File: config.mk
export PLATFORM = sky130hd
export DESIGN_NAME = phase_error_counter
export DESIGN_NICKNAME = d
export VERILOG_FILES = /design/src/rtl/phase_error_counter_pkg.sv /design/src/rtl/sat_updown_counter.sv /design/src/rtl/phase_error_counter.sv
export SDC_FILE = /design/constraint.sdc
export NUM_CORES = 1
export LEC_CHECK = 0
export ABC_AREA = 1
export CAP_MARGIN = 10
export CORE_ASPECT_RATIO = 0.9
export CORE_UTILIZATION = 38
export CTS_BUF_LIST = sky130_fd_sc_hd__clkbuf_16
export CTS_CLUSTER_DIAMETER = 120
export DETAILED_ROUTE_END_ITERATION = 10
export REMOVE_ABC_BUFFERS = 1
export SLEW_MARGIN = 20
export SYNTH_ARGS = -nofsm -noshare
export SYNTH_HDL_FRONTEND = slang
export SYNTH_SLANG_ARGS = --single-unit
File: constraint.sdc
create_clock -name fpga_clk_i -period 5.3 [get_ports fpga_clk_i]
set_input_delay 0.795 -clock fpga_clk_i [delete_from_list [all_inputs] [get_ports fpga_clk_i]]
set_output_delay 0.795 -clock fpga_clk_i [all_outputs]
set_load 0.02 [all_outputs]
File: src/rtl/phase_error_counter_pkg.sv
// Encodings and helpers shared between the phase-detector state machine and
// the phase-error accumulator.
package phase_error_counter_pkg;

  typedef enum logic [1:0] {
    CI_DISABLE    = 2'b00,
    CI_COUNT_UP   = 2'b01,
    CI_COUNT_DOWN = 2'b10
  } count_instr_e;

  // One-hot save-and-clear handshake states
  typedef enum logic [1:0] {
    HS_IDLE = 2'b01,
    HS_ACK  = 2'b10
  } hs_state_e;

  // Largest magnitude the symmetric clamp allows for a given width
  function automatic int sat_max(input int width);
    return (1 << (width - 1)) - 1;
  endfunction

endpackage

File: src/rtl/sat_updown_counter.sv
// Signed up/down counter clamped to [-MAX, MAX]; clear has priority over counting.
module sat_updown_counter
  import phase_error_counter_pkg::*;
#(
  parameter int WIDTH = 16
) (
  input  logic                    clk_i,
  input  logic                    reset_i,
  input  logic                    clear_i,
  input  logic                    up_i,
  input  logic                    down_i,
  output logic signed [WIDTH-1:0] value_o,
  output logic                    at_limit_o
);

  localparam logic signed [WIDTH-1:0] MAX = WIDTH'(sat_max(WIDTH));
  localparam logic signed [WIDTH-1:0] MIN = -MAX;

  logic signed [WIDTH-1:0] value_q, value_d;

  always_comb begin
    value_d    = value_q;
    at_limit_o = (up_i && (value_q == MAX)) || (down_i && (value_q == MIN));
    if (clear_i) begin
      value_d = '0;
    end else if (up_i && (value_q != MAX)) begin
      value_d = value_q + WIDTH'(1);
    end else if (down_i && (value_q != MIN)) begin
      value_d = value_q - WIDTH'(1);
    end
  end

  always_ff @(posedge clk_i) begin
    if (reset_i) begin
      value_q <= '0;
    end else begin
      value_q <= value_d;
    end
  end

  assign value_o = value_q;

endmodule

File: src/rtl/phase_error_counter.sv
// Phase-error accumulator with save-and-clear handshake: captures the count for
// the loop filter, clears, acknowledges, and flags measurements that clamped.
module phase_error_counter
  import phase_error_counter_pkg::*;
#(
  parameter int WIDTH = 16
) (
  input  logic                    fpga_clk_i,
  input  logic                    reset_i,
  input  logic [1:0]              count_instr_i,
  input  logic                    save_and_clear_i,
  output logic                    counter_cleared_o,
  output logic signed [WIDTH-1:0] phase_error_o,
  output logic                    phase_error_valid_o,
  output logic                    saturated_o
);

  hs_state_e state_q, state_d;
  logic      capture;
  logic      up, down, at_limit;
  logic      sat_seen_q, sat_seen_d;
  logic signed [WIDTH-1:0] acc;
  logic signed [WIDTH-1:0] phase_error_q, phase_error_d;
  logic      valid_q, valid_d;
  logic      saturated_q, saturated_d;

  assign up   = (count_instr_i == CI_COUNT_UP);
  assign down = (count_instr_i == CI_COUNT_DOWN);

  sat_updown_counter #(.WIDTH(WIDTH)) u_counter (
    .clk_i      (fpga_clk_i),
    .reset_i    (reset_i),
    .clear_i    (capture),
    .up_i       (up),
    .down_i     (down),
    .value_o    (acc),
    .at_limit_o (at_limit)
  );

  // Only the IDLE->ACK transition captures, so a held request yields one capture
  always_comb begin
    state_d = state_q;
    capture = 1'b0;
    case (state_q)
      HS_IDLE: begin
        if (save_and_clear_i) begin
          capture = 1'b1;
          state_d = HS_ACK;
        end
      end
      HS_ACK: begin
        if (!save_and_clear_i) state_d = HS_IDLE;
      end
      default: state_d = HS_IDLE;
    endcase
  end

  always_comb begin
    phase_error_d = phase_error_q;
    saturated_d   = saturated_q;
    valid_d       = capture;
    sat_seen_d    = sat_seen_q | at_limit;
    if (capture) begin
      phase_error_d = acc;
      saturated_d   = sat_seen_q;
      sat_seen_d    = 1'b0;
    end
  end

  always_ff @(posedge fpga_clk_i) begin
    if (reset_i) begin
      state_q       <= HS_IDLE;
      sat_seen_q    <= 1'b0;
      phase_error_q <= '0;
      valid_q       <= 1'b0;
      saturated_q   <= 1'b0;
    end else begin
      state_q       <= state_d;
      sat_seen_q    <= sat_seen_d;
      phase_error_q <= phase_error_d;
      valid_q       <= valid_d;
      saturated_q   <= saturated_d;
    end
  end

  assign counter_cleared_o   = (state_q == HS_ACK);
  assign phase_error_o       = phase_error_q;
  assign phase_error_valid_o = valid_q;
  assign saturated_o         = saturated_q;

endmodule

==> qor.txt <==
final wirelength: 5210 um
most common cell after layout, fill and taps aside: nand2_1
Mean Syn Cell Area: 6.55 um2
max incr delay on CP: 0.50 ns
hpwl dp: 3900 um
worst vdd ir: 0.000141 V
R2R depth: 16
# resized after CTS: 0
crit path cell chain: clkdlybuf4s50_1 > inv_1 > nor2_1 > o21ai_4 > ha_1 > nand2_1 > nor2_1 > nand3_1 > nand2_1 > nand2_1 > nand2_1 > nand2_1 > a21oi_1 > nor2_1
DRC viols: 5
Avg WL per Cell: 11.7 um
vias in the first global route: 1,923
Final ANT Viol Nets: 0
clk_skew: 0.00446 ns
IO Pins: 24
initial antenna violation count: 0
share of post-route cells with drive strength above 1: 0.0584
f_max: 341 MHz
reg-to-reg slack, setup: 2.45 ns
post-synthesis sequential area ratio: 0.322
post-route setup TNS: 0 ns
Synth Instances: 351
CP startpoint kind: primary input
Starting Density: 0.399
vias per cell: 4.86
yosys warns: 0
Max clock buf depth: 2
clk sink count: 37
P&R area growth vs syn: 18.8%
Setup violations, final: 0
vias: 2,174
Yosys cell types: 30
post-layout min period: 2.93 ns
setup bufs post-CTS: 0
most frequent cells in the layout: nand2_1 (101), inv_1 (58), nor2_1 (43), dfxtp_1 (37), nand3_1 (24)
total power: 0.000861 W
Clock transition at path regs: 0.06 ns
chip width: 84 um
1st-pass router iterations: 7
WP data required: 5.48 ns
first-pass GRT wire length: 8850 um
hold path endpoint: phase_error_o[15]$_SDFFE_PP0P_
failing checks: DRC
Final Max Tran Viols: 0
Mapped Area: 2300 um2
RSZ-0062 raised after global routing: no
crit path from: count_instr_i[0]
Post-CTS Hold Buffers: 0
CP top delay family: simple AND/OR/NAND/NOR gates
Leak: 1.38 nW
Critical Path AT: 3.11 ns
worst skew pair latency: 0.28 ns
most used cell, CP: nand2_1
period utilization: 0.553
Max Cap Viol: 0
Place WS: 2.07 ns
Synth Register Bits: 37
GR Overflow Total: 0
power per cell area: 315 nW/um2
Initial DRC Count: 127
maximum fanout along the worst path: 23
CTS tree: yes
min-delay worst type: reg2reg
Worst Setup Path Type: in2reg
Cell Rows: 26
final-stage net count: 396
fin worst setup slack: 2.37 ns
core area: 5760 um2
crit path capture type: flop
hold depth: 2
Total GRT Usage: 0.181
Max-Slew Margin vs Limit: 0.536
largest net degree at the start of global routing: 35
H-tree depth: 2
outcome: finished, violations left
WP buf/inv: 2
FF-to-FF End: u_counter.value_o[14]$_SDFFE_PP0P_
hold path start: phase_error_o[15]$_SDFFE_PP0P_
Die Footprint: 6370 um2
antenna cells: 0
reg2reg start: u_counter.value_o[4]$_SDFFE_PP0P_
Buffers on Ports: 23
Slowest-stage cell, CP: clkdlybuf4s50_1
Slew @ Worst Pin: 0.693 ns
TritonCTS Buffers: 5
Hold Violations, Final: 0
root buffer cell: clkbuf_16
Die Y: 75.8 um
Placer Congestion: 0.842
## synthesized netlist by cell type (all sizes together)
cell | n | area (um2)
ha | 14 | 175
dfxtp | 37 | 741
nand3 | 27 | 150
nand3b | 2 | 15.0
clkbuf | 4 | 15.0
and2 | 1 | 6.26
nand4 | 2 | 18.8
nand2 | 104 | 403
a22o | 6 | 52.6
o31ai | 1 | 7.51
xnor2 | 6 | 52.6
xor2 | 1 | 8.76
o21bai | 1 | 7.51
nor3 | 4 | 30.0
buf | 1 | 11.3
a21oi | 15 | 82.6
inv | 61 | 229
fa | 1 | 20.0
nor2 | 44 | 168
o21ai | 19 | 106
## worst max path at each step
stage,endpoint,depth (start not counted)
floorplan,u_counter.value_o[15]$_SDFFE_PP0P_,13
global placement,u_counter.value_o[15]$_SDFFE_PP0P_,14
detailed placement,u_counter.value_o[15]$_SDFFE_PP0P_,14
CTS,u_counter.value_o[15]$_SDFFE_PP0P_,14
global route,u_counter.value_o[15]$_SDFFE_PP0P_,15
finish,u_counter.value_o[15]$_SDFFE_PP0P_,14
## layer usage
layer / vias up / wire length (um) / track usage
li1: 1156 / - / -
met1: 970 / 2740 / 0.244
met2: 43 / 2120 / 0.288
met3: 5 / 272 / 0.0336
met4: 0 / 81 / 0.0805
met5: - / 0 / 0
## where the power goes
part / internal (W) / switching [W] / total, W
Sequential: 0.000298 / 0.0000196 / 0.000317
Combinational: 0.0000965 / 0.000157 / 0.000253
Clock: 0.000173 / 0.000118 / 0.000290
## through the flow
step	hold slack [ns]	cell area (um2)	utilization	std cells
final	0.454	2730	0.475	447
after global routing	0.489	2730	0.475	447
after CTS	0.460	2730	0.475	447
after detailed placement	0.446	2590	0.450	439
after global placement	0.440	2590	0.450	439
after floorplan	0.456	2270	-	346
## state kept, by name (all words and copies together) (netlist names)
register             count
phase_error_o           16
u_counter.value_o       16
state_q                  2
phase_error_valid_o      1
sat_seen_q               1
saturated_o              1
## worst reg2reg max path: cells and delay by family, from the launching register on
family,cells,cell delay [ns]
AND/OR/NAND/NOR,11,1.10
buffers and inverters,3,0.23
flip-flops,1,0.40
AO/OA/AOI/OAI,1,0.58
adder cells (fa/ha/maj),1,0.43
## final cells by class
class,count,area [um2]
Fill cell,621,3030
Multi-Input combinational cell,248,1300
Sequential cell,37,741
Timing Repair Buffer,23,230
Inverter,61,229
Clock buffer,5,125
Tap cell,70,87.6
Clock inverter,3,16.3
## cells by family (layout without fill, tap and decap cells)
family                   after synthesis  after routing  share of synthesized area
AND/OR/NAND/NOR                      184            184                      0.344
buffers and inverters                 66             92                      0.111
AO/OA/AOI/OAI                         42             42                      0.112
flip-flops                            37             37                      0.322
adder cells (fa/ha/maj)               15             15                     0.0849
XOR/XNOR                               7              7                     0.0267
(Power assumes the default switching activity.)
